`src/rtl/sevseg_to_bcd.sv`:
```
// sevseg_to_bcd: watches a multiplexed seven-segment display bus, waits for
// each digit to settle, decodes it, and publishes a complete frame of BCD
// nibbles once every digit position has been captured.
module sevseg_to_bcd #(
   parameter int unsigned NUM_DIGITS    = 4,
   parameter int unsigned STABLE_CYCLES = 3
) (
   input  logic                    clk,
   input  logic                    rst,
   input  logic [6:0]              seg,
   input  logic [NUM_DIGITS-1:0]   dig_en,
   input  logic                    anode,
   output logic [4*NUM_DIGITS-1:0] bcd,
   output logic                    frame_valid,
   output logic                    frame_err
);

   localparam int unsigned CNT_W = $clog2(STABLE_CYCLES + 1);
   localparam int unsigned SMP_W = NUM_DIGITS + 7;

   typedef enum logic [1:0] {
      IDLE,
      SETTLE,
      HOLD
   } state_t;

   state_t                  state_q;
   logic [CNT_W-1:0]        cnt_q;
   logic [SMP_W-1:0]        ref_q;
   logic [NUM_DIGITS-1:0]   seen_q;
   logic [NUM_DIGITS-1:0]   err_q;
   logic [4*NUM_DIGITS-1:0] stage_q;

   logic [6:0]       lit_c;
   logic [SMP_W-1:0] smp_c;
   logic             onehot_c;
   logic             same_c;
   logic             all_seen_c;
   logic [3:0]       nib_c;
   logic             bad_c;
   logic [CNT_W-1:0] cnt_d;
   logic             capture_c;

   // Normalise polarity so both display types compare and decode identically
   always_comb begin
      lit_c      = anode ? ~seg : seg;
      smp_c      = {dig_en, lit_c};
      onehot_c   = (dig_en != '0) && ((dig_en & (dig_en - NUM_DIGITS'(1))) == '0);
      same_c     = (smp_c == ref_q);
      all_seen_c = &seen_q;
   end

   // Segment pattern to nibble; blank is a legal digit, anything unknown flags an error
   always_comb begin
      nib_c = 4'hF;
      bad_c = 1'b1;
      case (lit_c)
         7'b1111110: begin nib_c = 4'h0; bad_c = 1'b0; end
         7'b0110000: begin nib_c = 4'h1; bad_c = 1'b0; end
         7'b1101101: begin nib_c = 4'h2; bad_c = 1'b0; end
         7'b1111001: begin nib_c = 4'h3; bad_c = 1'b0; end
         7'b0110011: begin nib_c = 4'h4; bad_c = 1'b0; end
         7'b1011011: begin nib_c = 4'h5; bad_c = 1'b0; end
         7'b1011111: begin nib_c = 4'h6; bad_c = 1'b0; end
         7'b1110000: begin nib_c = 4'h7; bad_c = 1'b0; end
         7'b1111111: begin nib_c = 4'h8; bad_c = 1'b0; end
         7'b1111011: begin nib_c = 4'h9; bad_c = 1'b0; end
         7'b0000000: begin nib_c = 4'hE; bad_c = 1'b0; end
         default:    begin nib_c = 4'hF; bad_c = 1'b1; end
      endcase
   end

   // Stability counter update and capture decision; HOLD with an unchanged
   // sample never recaptures, so a long-held digit is taken exactly once
   always_comb begin
      cnt_d = cnt_q;
      case (state_q)
         IDLE:    cnt_d = CNT_W'(1);
         SETTLE:  cnt_d = same_c ? cnt_q + CNT_W'(1) : CNT_W'(1);
         HOLD:    cnt_d = same_c ? cnt_q : CNT_W'(1);
         default: cnt_d = CNT_W'(1);
      endcase
      capture_c = onehot_c && !((state_q == HOLD) && same_c) &&
                  (cnt_d >= CNT_W'(STABLE_CYCLES));
   end

   // Settle FSM, staging slots and frame publication
   always_ff @(posedge clk or posedge rst) begin
      if (rst) begin
         state_q     <= IDLE;
         cnt_q       <= '0;
         ref_q       <= '0;
         seen_q      <= '0;
         err_q       <= '0;
         stage_q     <= {NUM_DIGITS{4'hF}};
         bcd         <= {NUM_DIGITS{4'hF}};
         frame_valid <= 1'b0;
         frame_err   <= 1'b0;
      end else begin
         frame_valid <= 1'b0;

         // Publish the frame one edge after the last slot fills; clearing
         // first lets a same-cycle capture land in the new frame
         if (all_seen_c) begin
            bcd         <= stage_q;
            frame_err   <= |err_q;
            frame_valid <= 1'b1;
            seen_q      <= '0;
            err_q       <= '0;
         end

         if (!onehot_c) begin
            state_q <= IDLE;
            cnt_q   <= '0;
         end else begin
            ref_q <= smp_c;
            cnt_q <= cnt_d;
            case (state_q)
               IDLE, SETTLE: state_q <= capture_c ? HOLD : SETTLE;
               HOLD:         state_q <= same_c ? HOLD : (capture_c ? HOLD : SETTLE);
               default:      state_q <= IDLE;
            endcase
         end

         if (capture_c) begin
            for (int i = 0; i < int'(NUM_DIGITS); i++) begin
               if (dig_en[i]) begin
                  stage_q[4*i +: 4] <= nib_c;
                  err_q[i]          <= bad_c;
                  seen_q[i]         <= 1'b1;
               end
            end
         end
      end
   end

endmodule
```
`config.mk`:
```
export PLATFORM = sky130hd
export DESIGN_NAME = sevseg_to_bcd
export DESIGN_NICKNAME = d
export VERILOG_FILES = /design/src/rtl/sevseg_to_bcd.sv
export SDC_FILE = /design/constraint.sdc
export NUM_CORES = 1
export LEC_CHECK = 0
export CAP_MARGIN = 10
export CORE_UTILIZATION = 45
export DETAILED_ROUTE_END_ITERATION = 10
export PLACE_DENSITY = 0.68
export SYNTH_ARGS = -nofsm -noshare
export SYNTH_HDL_FRONTEND = slang
export SYNTH_SLANG_ARGS = --single-unit
```
`constraint.sdc`:
```
create_clock -name clk -period 2.15 [get_ports clk]
set_input_delay 0.215 -clock clk [delete_from_list [all_inputs] [get_ports clk]]
set_output_delay 0.215 -clock clk [all_outputs]
set_load 0.05 [all_outputs]
```
==> results of run 1 <==
## worst max-delay path, cell delays in order, from the launching register on
cell	delay, ns
sky130_fd_sc_hd__dfrtp_1	0.44
sky130_fd_sc_hd__xnor2_2	0.17
sky130_fd_sc_hd__or4_4	0.64
sky130_fd_sc_hd__a2111oi_4	0.39
sky130_fd_sc_hd__buf_2	0.23
sky130_fd_sc_hd__buf_4	0.12
sky130_fd_sc_hd__a21oi_2	0.04
## stage by stage
step / std cells / util [%] / hold WS, ns / power [mW] / setup TNS (ns)
after global routing: 480 / 62.1 / 0.178 / 2.67 / -0.247
after global placement: 457 / 56.1 / 0.445 / 1.53 / -9.34
final: 480 / 62.1 / 0.149 / 2.56 / 0
after floorplan: 314 / - / 0.353 / 1.40 / 0
after detailed placement: 457 / 56.1 / 0.443 / 1.55 / -10.09
after CTS: 475 / 59.7 / 0.159 / 2.53 / -0.00212
## cell usage after synthesis, drive strengths merged, types with 2 or more instances
library cell and n:
a2111oi 5, a21o 6, a21oi 21, a22o 2
a22oi 4, a32o 4, and2 4, and3 2
buf 8, clkbuf 8, dfrtp 25, dfstp 32
ha 4, inv 10, mux2i 7, nand2 65
nand2b 4, nand4 4, nor2 27, nor2b 3
nor3 6, nor3b 5, nor4 3, o21ai 11
o22ai 3, o2bb2ai 2, or3 2, or4 2
xnor2 10, xor2 9
## state kept, by name, indices dropped and copies added, names as in the netlist
| signal | cells |
|---|---|
| bcd | 16 |
| cnt_q | 2 |
| err_q | 4 |
| frame_err | 1 |
| frame_valid | 1 |
| ref_q | 11 |
| seen_q | 4 |
| stage_q | 16 |
| state_q | 2 |
## kinds of logic (layout without fill, tap and decap cells)
logic type,count (synthesis),in the layout,synth area share (%)
DFF,57,57,46.6
muxes,8,8,2.59
and+or+nand+nor,132,132,20.0
adders and majority gates,5,5,1.95
buffers and inverters,27,113,5.65
xor gates and xnor gates,19,19,6.72
AOI/OAI and AO/OA,66,66,16.5
## timing repair
item,CTS,global route
buffers inserted,1,5
pin swaps,5,10
resized for setup,15,31
gates cloned,1,2
endpoints found under the setup margin,20,22
hold endpoints to repair,0,0
## power by group through the flow
stage          Sequential, mW  Combinational, mW  Clock (mW)
2_1_floorplan            1.17              0.235           0
3_3_place_gp             1.18              0.352           0
3_5_place_dp             1.18              0.366           0
4_1_cts                  1.16              0.372       0.998
5_1_grt                  1.17              0.458        1.04
6_report                 1.17              0.420       0.976
## routing by layer
metal	vias up	wire length, um	part of all wire [%]
li1	1241	-	-
met3	10	202	2.9
met2	49	3540	51
met4	0	106	1.5
met1	1220	3030	44
met5	-	0	0
## worst max path at each step
stage / startpoint / end / slack, ns / cells after the start
CTS: seg[5] / err_q[2] / -0.002 / 8
global placement: seg[5] / stage_q[13] / -0.39 / 8
detailed placement: seg[2] / stage_q[13] / -0.44 / 8
floorplan: ref_q[0] / err_q[3] / 0.09 / 6
global route: ref_q[0] / stage_q[13] / -0.06 / 7
finish: ref_q[4] / stage_q[13] / 0.03 / 6
## layout make-up
class	instances	area share (%)
Multi-Input combinational cell	230	38.4
Sequential cell	57	35.0
Timing Repair Buffer	86	18.5
Clock buffer	11	3.87
Tap cell	80	2.38
Inverter	11	0.984
Clock inverter	5	0.864
==> flow_summary.toml, run 1 <==
[timing]
timing.fmax_mhz = 473
max_slew.worst_pin.slew_ns = 0.717
timing.final.ws_setup_ns = 0.0337
layout_min_cycle_time_ns = 2.12
fin_crit_sh_pct = 98.4
final-max-slew-violation-count = 0
maxSlewHeadroom_pct = 51.6
worst_clock_skew_ns = 0.00671
rsz_0062_raised_after_global_routing = "true"
hold_viol = 0
setup_viol = 0

[power_and_ir_drop]
p_leak_nw = 1.84
clkPwrFrac_pct = 38.1
seqPwrFrac_pct = 45.5
cell_internal_pwr_mw = 1.85
p_per_area_mw_per_mm2 = 610
power.ir.vdd_worst_uv = 386
switching_power_mw = 0.712
power_switching_share_pct = 27.8
power_frac_comb_pct = 16.4

[synthesis]
synthesized_flop_and_latch_total = 57
synth.distinct_cells = 56
yosysWarnings = 0
synthDominantCellAreaShare_pct = 26.7
sequential_fraction_of_the_synthesis_area_pct = 46.6
synth_edf_count = 0
netlist_instances = 314
async_flop_share_pct = 100
synth.cell_area_mm2 = 0.00314
mapped_nets = 332
synth_area_per_cell_um2 = 10.0
synthFlopType = "sky130_fd_sc_hd__dfstp_2"
synth_top_cell_by_area = "sky130_fd_sc_hd__dfstp_2"
synth.top_cells.by_area = "sky130_fd_sc_hd__dfstp_2, sky130_fd_sc_hd__dfrtp_1, sky130_fd_sc_hd__nand2_1, sky130_fd_sc_hd__a2111oi_4, sky130_fd_sc_hd__a21oi_1"

[placement]
finalWeightedCongestion = 0.939
placed_cell_area_mm2 = 0.00379
detailedPlace.worstSlack_ns = -0.442
hpwl_um = 4680
buffer_ports.inserted = 31

[route]
route.detailed.drc = 0
remaining_antenna_violation_count_after_routing = 0
avgRoutedWirePerCell_um = 14.3
drt-total-wl_um = 6890
via_per_inst = 5.25
detailroute.via_count = 2520
drt_pass1_iterations = 4
drtIter0Drc = 115

[clock_network]
cts.path.max_buffers = 2
tritoncts_num_sinks = 57
clk_pin_slew_ns = 0.07
tritoncts = "done"
numCtsBuffers = 9
clock_latency_ns = 0.34
clockRootBuffer = "sky130_fd_sc_hd__clkbuf_8"
ctsHtreeMaxLevel = 3
cts.hold.buffers_added = 0

[setup_path]
worstReg2RegStart = "ref_q[4]"
required_time_of_the_worst_setup_path_ns = 2.42
setup.worst_path.class = "reg2reg"
reg2reg_depth = 6
arrival_ns = 2.39
reg2reg_setup_slack_ns = 0.03
worst_r2r_endpoint = "stage_q[13]"
highest_fanout_seen_on_the_critical_path = 5
crit_path_end_kind = "register"
cp-start-kind = "register"

[cells_and_area]
flow.area_growth_from_synthesis_pct = 33.5
nNetsFinal = 413
finalInstanceArea_mm2 = 0.00420
post_route_cells_drive_above_1_share_pct = 36.5
footprint_of_the_flip_flops_and_latches_mm2 = 0.00147
mostFrequentLayoutCell = "sky130_fd_sc_hd__nand2_1"
multiInputGateArea_mm2 = 0.00161
n_antenna_cell = 0
layout_common_cells = "sky130_fd_sc_hd__nand2_1, sky130_fd_sc_hd__buf_4, sky130_fd_sc_hd__dfstp_2"
fill_cells = 557

[floorplanning]
floorplan.initialDensity_pct = 46.5
floorplan.rows = 30
die_w_um = 85.6
placeableCoreArea_mm2 = 0.00676
floorplan.die_area_mm2 = 0.00733
io_pins = 32
floorplan.die.height_um = 85.6

[global_route]
grt_start_max_net_pins = 45
grt_overflow_total = 0
grt_pass1_vias = 2432
antenna_found_initial = 0
grt.met3_usage_pct = 4.04
global_route.usage.met2_pct = 33.7
routing_usage_on_met1_pct = 24.9
groute.usage.overall_pct = 20.0
grt_most_used_layer = "met2"
grt_pass1_wl_um = 11300

[worst_hold_path]
worst_hold_path_type = "in2async"

[outcome]
run_status = "finished clean"

[run]
drv.max_cap_violation_count = 0
(Power assumes the default switching activity.)
==> run 2, diff against run 1 <==
Settings changed: PLACE_DENSITY 0.68 to 0.66.
Clock period 2.15 ns to 2.4 ns, I/O delays scaled along.
==> flow_summary.toml, run 2 (synthesis results as in run 1) <==
[timing]
setup_viol = 0
setup_total_negative_slack_ns = 0
hold_viol = 0
max_slew.worst_pin.slew_ns = 0.519
fin_crit_sh_pct = 93.9
maxSlewHeadroom_pct = 65.4
layout_min_cycle_time_ns = 2.25
rsz_0062_raised_after_global_routing = "false"
final-max-slew-violation-count = 0
timing.fmax_mhz = 444
worst_clock_skew_ns = 0.00882

[global_route]
grt_overflow_total = 0
grt_pass1_vias = 2363
groute.usage.overall_pct = 19.2
grt_pass1_wl_um = 10900
antenna_found_initial = 0
grt_start_max_net_pins = 27

[clock_network]
numCtsBuffers = 9
clock_latency_ns = 0.34
cts_repair_resize_count = 0
ctsHtreeMaxLevel = 3
tritoncts = "done"
clockRootBuffer = "sky130_fd_sc_hd__clkbuf_8"
cts.path.max_buffers = 2
cts_post_setup_buffers_inserted = 0
tritoncts_num_sinks = 57
cts.hold.buffers_added = 0
clk_pin_slew_ns = 0.08

[power_and_ir_drop]
p_leak_nw = 1.73
power_mw = 2.38
power.ir.vdd_worst_uv = 308
p_per_area_mw_per_mm2 = 596

[setup_path]
largest_stage_delay_on_the_critical_path_ns = 0.54
cpMaxStageDelayCell = "sky130_fd_sc_hd__or4_4"
arrival_ns = 2.52
worst_setup_path_startpoint = "seg[5]"
cp_num_cells = 8
path_buf_inv = 2
required_time_of_the_worst_setup_path_ns = 2.67
reg2reg_depth = 7
worst_r2r_endpoint = "err_q[3]"
cp-start-kind = "input port"
highest_fanout_seen_on_the_critical_path = 8
setup.worst_path.class = "in2reg"
reg2reg_setup_slack_ns = 0.28
cpLargestDelayFamily = "simple AND/OR/NAND/NOR gates"
worstSetupEndpoint = "stage_q[1]"
worstReg2RegStart = "ref_q[5]"
crit_path_end_kind = "register"
crit_path_cell_trace = "clkdlybuf4s50_1 > buf_4 > and2b_2 > a32o_1 > a2bb2o_1 > or4_4 > nor2b_2 > a21oi_1"

[cells_and_area]
n_antenna_cell = 0
post_route_cells_drive_above_1_share_pct = 29.7
flow.area_growth_from_synthesis_pct = 27.1
post-route-util_pct = 59.2
layout_top_registers = "bcd: 16 flops, stage_q: 16 flops, ref_q: 11 flops"
layout_common_cells = "sky130_fd_sc_hd__nand2_1, sky130_fd_sc_hd__buf_4, sky130_fd_sc_hd__dfstp_2"
mostFrequentLayoutCell = "sky130_fd_sc_hd__nand2_1"
nNetsFinal = 404

[route]
drt-total-wl_um = 6210
drt_pass1_iterations = 4
drtIter0Drc = 132
route.detailed.drc = 0
via_per_inst = 5.19
detailroute.via_count = 2444
avgRoutedWirePerCell_um = 13.2
remaining_antenna_violation_count_after_routing = 0

[floorplanning]
floorplan.die.height_um = 85.6
placeableCoreArea_mm2 = 0.00676
floorplan.rows = 30
io_pins = 32
floorplan.initialDensity_pct = 46.5
floorplan.die_area_mm2 = 0.00733
die_w_um = 85.6

[run]
drv.max_cap_violation_count = 0

[outcome]
run_status = "finished clean"

[worst_hold_path]
worst_hold_path_type = "in2async"

[placement]
hpwl_um = 4630
finalWeightedCongestion = 0.863
buffer_ports.inserted = 31
==> run 2: final cells by class <==
type,instances,area [um2]
well taps,80,100
inverters,11,41.3
fillers,603,2760
multi-input cells,230,1500
flip-flops and latches,57,1470
clock buffers,9,124
repair buffers,77,662
clock inverters,7,101
==> run 2: where the power goes <==
group	internal (mW)	switching (mW)	total [mW]
logic	0.165	0.162	0.327
clock network	0.593	0.423	1.02
registers	1.00	0.0376	1.04
==> run 2: worst min path at each step <==
| stage | startpoint | slack [ns] | depth (start not counted) | to |
|---|---|---|---|---|
| floorplan | dig_en[3] | 0.38 | 2 | ref_q[10] |
| global placement | stage_q[7] | 0.45 | 2 | bcd[7] |
| detailed placement | stage_q[12] | 0.45 | 2 | bcd[12] |
| CTS | rst | 0.25 | 2 | err_q[2] |
| global route | rst | 0.31 | 2 | err_q[2] |
| finish | rst | 0.25 | 2 | err_q[2] |
==> run 2: worst register-to-register path: stages (launching register included) <==
cell and delay (ns):
sky130_fd_sc_hd__dfrtp_1 0.42, sky130_fd_sc_hd__xor2_2 0.18, sky130_fd_sc_hd__nand4_1 0.10, sky130_fd_sc_hd__or4_1 0.40, sky130_fd_sc_hd__buf_4 0.19, sky130_fd_sc_hd__a2111oi_4 0.34, sky130_fd_sc_hd__buf_4 0.22, sky130_fd_sc_hd__mux2i_1 0.18
==> run 2: stage by stage <==
step	std cells	hold slack (ns)	setup slack, ns	instance area [um2]
floorplan	314	0.378	0.338	3140
global placement	455	0.445	-0.227	3760
detailed placement	455	0.447	-0.243	3760
CTS	471	0.251	0.117	3990
global route	471	0.306	0.00257	4000
finish	471	0.252	0.146	4000
==> run 2: layer usage <==
| metal | share of wire (%) | track usage (%) | up-vias |
|---|---|---|---|
| li1 | - | - | 1234 |
| met1 | 46 | 24.5 | 1161 |
| met2 | 50 | 32.3 | 39 |
| met3 | 2.6 | 3.85 | 10 |
| met4 | 1.6 | 7.58 | 0 |
| met5 | 0 | 0 | - |
==> run 3, diff against run 2 <==
Settings changed: CORE_MARGIN set to 10, CTS_CLUSTER_SIZE set to 20.
Clock period 2.4 ns to 2.1 ns, I/O delays scaled along.
==> flow_summary.toml, run 3 (synthesis results as in run 1) <==
[outcome]
run_status = "finished, violations left"
violations = "setup timing"

[cells_and_area]
layout_common_cells = "sky130_fd_sc_hd__nand2_1, sky130_fd_sc_hd__buf_4, sky130_fd_sc_hd__dfstp_2"
post-route-util_pct = 62.7
flow.area_growth_from_synthesis_pct = 35.5
multiInputGateArea_mm2 = 0.00160
mostFrequentLayoutCell = "sky130_fd_sc_hd__nand2_1"
finalNonFillerCells = 502
layout_top_registers = "bcd: 16 flops, stage_q: 16 flops, ref_q: 11 flops"
post_route_cells_drive_above_1_share_pct = 39.2
fill_cells = 586
n_antenna_cell = 0
nNetsFinal = 419
finalInstanceArea_mm2 = 0.00426
footprint_of_the_flip_flops_and_latches_mm2 = 0.00147

[global_route]
grt_pass1_vias = 2608
antenna_found_initial = 0
grt_overflow_total = 0
grt_pass1_wl_um = 12400
grt_start_max_net_pins = 42
groute.usage.overall_pct = 13.8

[setup_path]
cpLargestDelayFamily = "compound AO/OA/AOI/OAI gates"
required_time_of_the_worst_setup_path_ns = 2.37
largest_stage_delay_on_the_critical_path_ns = 0.45
cpMaxStageDelayCell = "sky130_fd_sc_hd__clkdlybuf4s50_1"
arrival_ns = 2.40
crit_path_end_kind = "register"
crit_path_cell_trace = "clkdlybuf4s50_1 > maj3_2 > or3_1 > a21o_2 > a2111oi_4 > buf_6 > mux2i_1"
path_buf_inv = 2
highest_fanout_seen_on_the_critical_path = 5
setup.worst_path.class = "in2reg"
cp-start-kind = "input port"

[clock_network]
numCtsBuffers = 9
ctsHtreeMaxLevel = 3
cts.path.max_buffers = 2
clock_latency_ns = 0.35
cts.hold.buffers_added = 0
tritoncts_num_sinks = 57
tritoncts = "done"
clockRootBuffer = "sky130_fd_sc_hd__clkbuf_8"
clk_pin_slew_ns = 0.07

[route]
avgRoutedWirePerCell_um = 14.4
via_per_inst = 5.06
drt-total-wl_um = 7220
detailroute.via_count = 2541
drt_pass1_iterations = 4
route.detailed.drc = 0
drtIter0Drc = 107
remaining_antenna_violation_count_after_routing = 0

[floorplanning]
floorplan.die_area_mm2 = 0.0107
floorplan.rows = 30
floorplan.die.height_um = 104
placeableCoreArea_mm2 = 0.00679
floorplan.initialDensity_pct = 46.3
io_pins = 32
die_w_um = 104

[worst_hold_path]
worst_hold_path_type = "in2async"

[timing]
maxSlewHeadroom_pct = 55.6
rsz_0062_raised_after_global_routing = "true"
hold_slack_ns = 0.157
fin_crit_sh_pct = 101
timing.final.ws_setup_ns = -0.0292
worst_clock_skew_ns = 0.00999
timing.fmax_mhz = 470
setup_viol = 3
layout_min_cycle_time_ns = 2.13
hold_viol = 0
max_slew.worst_pin.slew_ns = 0.658
final-max-slew-violation-count = 0
setup_total_negative_slack_ns = -0.0355

[run]
drv.max_cap_violation_count = 0

[placement]
buffer_ports.inserted = 31
place_inst = 479
hpwl_um = 4940
finalWeightedCongestion = 0.816
detailedPlace.worstSlack_ns = -0.543
placed_cell_area_mm2 = 0.00386

[power_and_ir_drop]
p_leak_nw = 1.84
power_mw = 2.76
p_per_area_mw_per_mm2 = 648
power.ir.vdd_worst_uv = 348
==> run 3: cell count changes in the layout (fill, tap and decap cells not counted), sizes merged <==
| cell | before | now |
|---|---|---|
| buf | 46 | 61 |
| inv | 12 | 11 |
| clkinvlp | 2 | 1 |
| clkinv | 2 | 4 |
| dlygate4sd2 | 0 | 6 |
| clkdlybuf4s50 | 30 | 24 |
==> run 3: worst paths after layout <==
check	start	end	slack [ns]	cells past startpoint
min	rst	frame_valid	0.16	2
min in group clk	stage_q[0]	bcd[0]	0.46	2
max in group asynchronous	rst	stage_q[13]	1.34	3
max	dig_en[2]	err_q[1]	-0.03	7
max reg2reg	ref_q[5]	err_q[1]	-0.02	7
min reg2reg	stage_q[0]	bcd[0]	0.46	2
==> run 3: cell type report <==
class	count	area share [%]
clock buffers	9	2.91
flip-flops and latches	57	34.5
clock inverters	7	2.41
inverters	11	0.969
repair buffers	92	18.8
well taps	96	2.82
multi-input cells	230	37.6
==> run 3: layer usage <==
| metal | part of all wire (%) | up-vias | global-route usage (%) |
|---|---|---|---|
| met5 | 0 | - | 0 |
| met4 | 1.3 | 0 | 5.54 |
| met3 | 4.3 | 5 | 4.46 |
| met2 | 50 | 40 | 22.9 |
| met1 | 44 | 1236 | 16.0 |
| li1 | - | 1260 | - |
==> run 3: power by group <==
group / switching (mW) / internal, mW
Clock: 0.491 / 0.677
Combinational: 0.202 / 0.203
Sequential: 0.0411 / 1.15
Total: 0.734 / 2.03
==> run 3: timing repair <==
item                                    CTS  global route
endpoints found under the setup margin   26            26
gates resized for setup                  18            32
hold endpoints to repair                  0             0
pin swaps                                 6             2
cloned                                    4             0
buffers inserted                          0             3
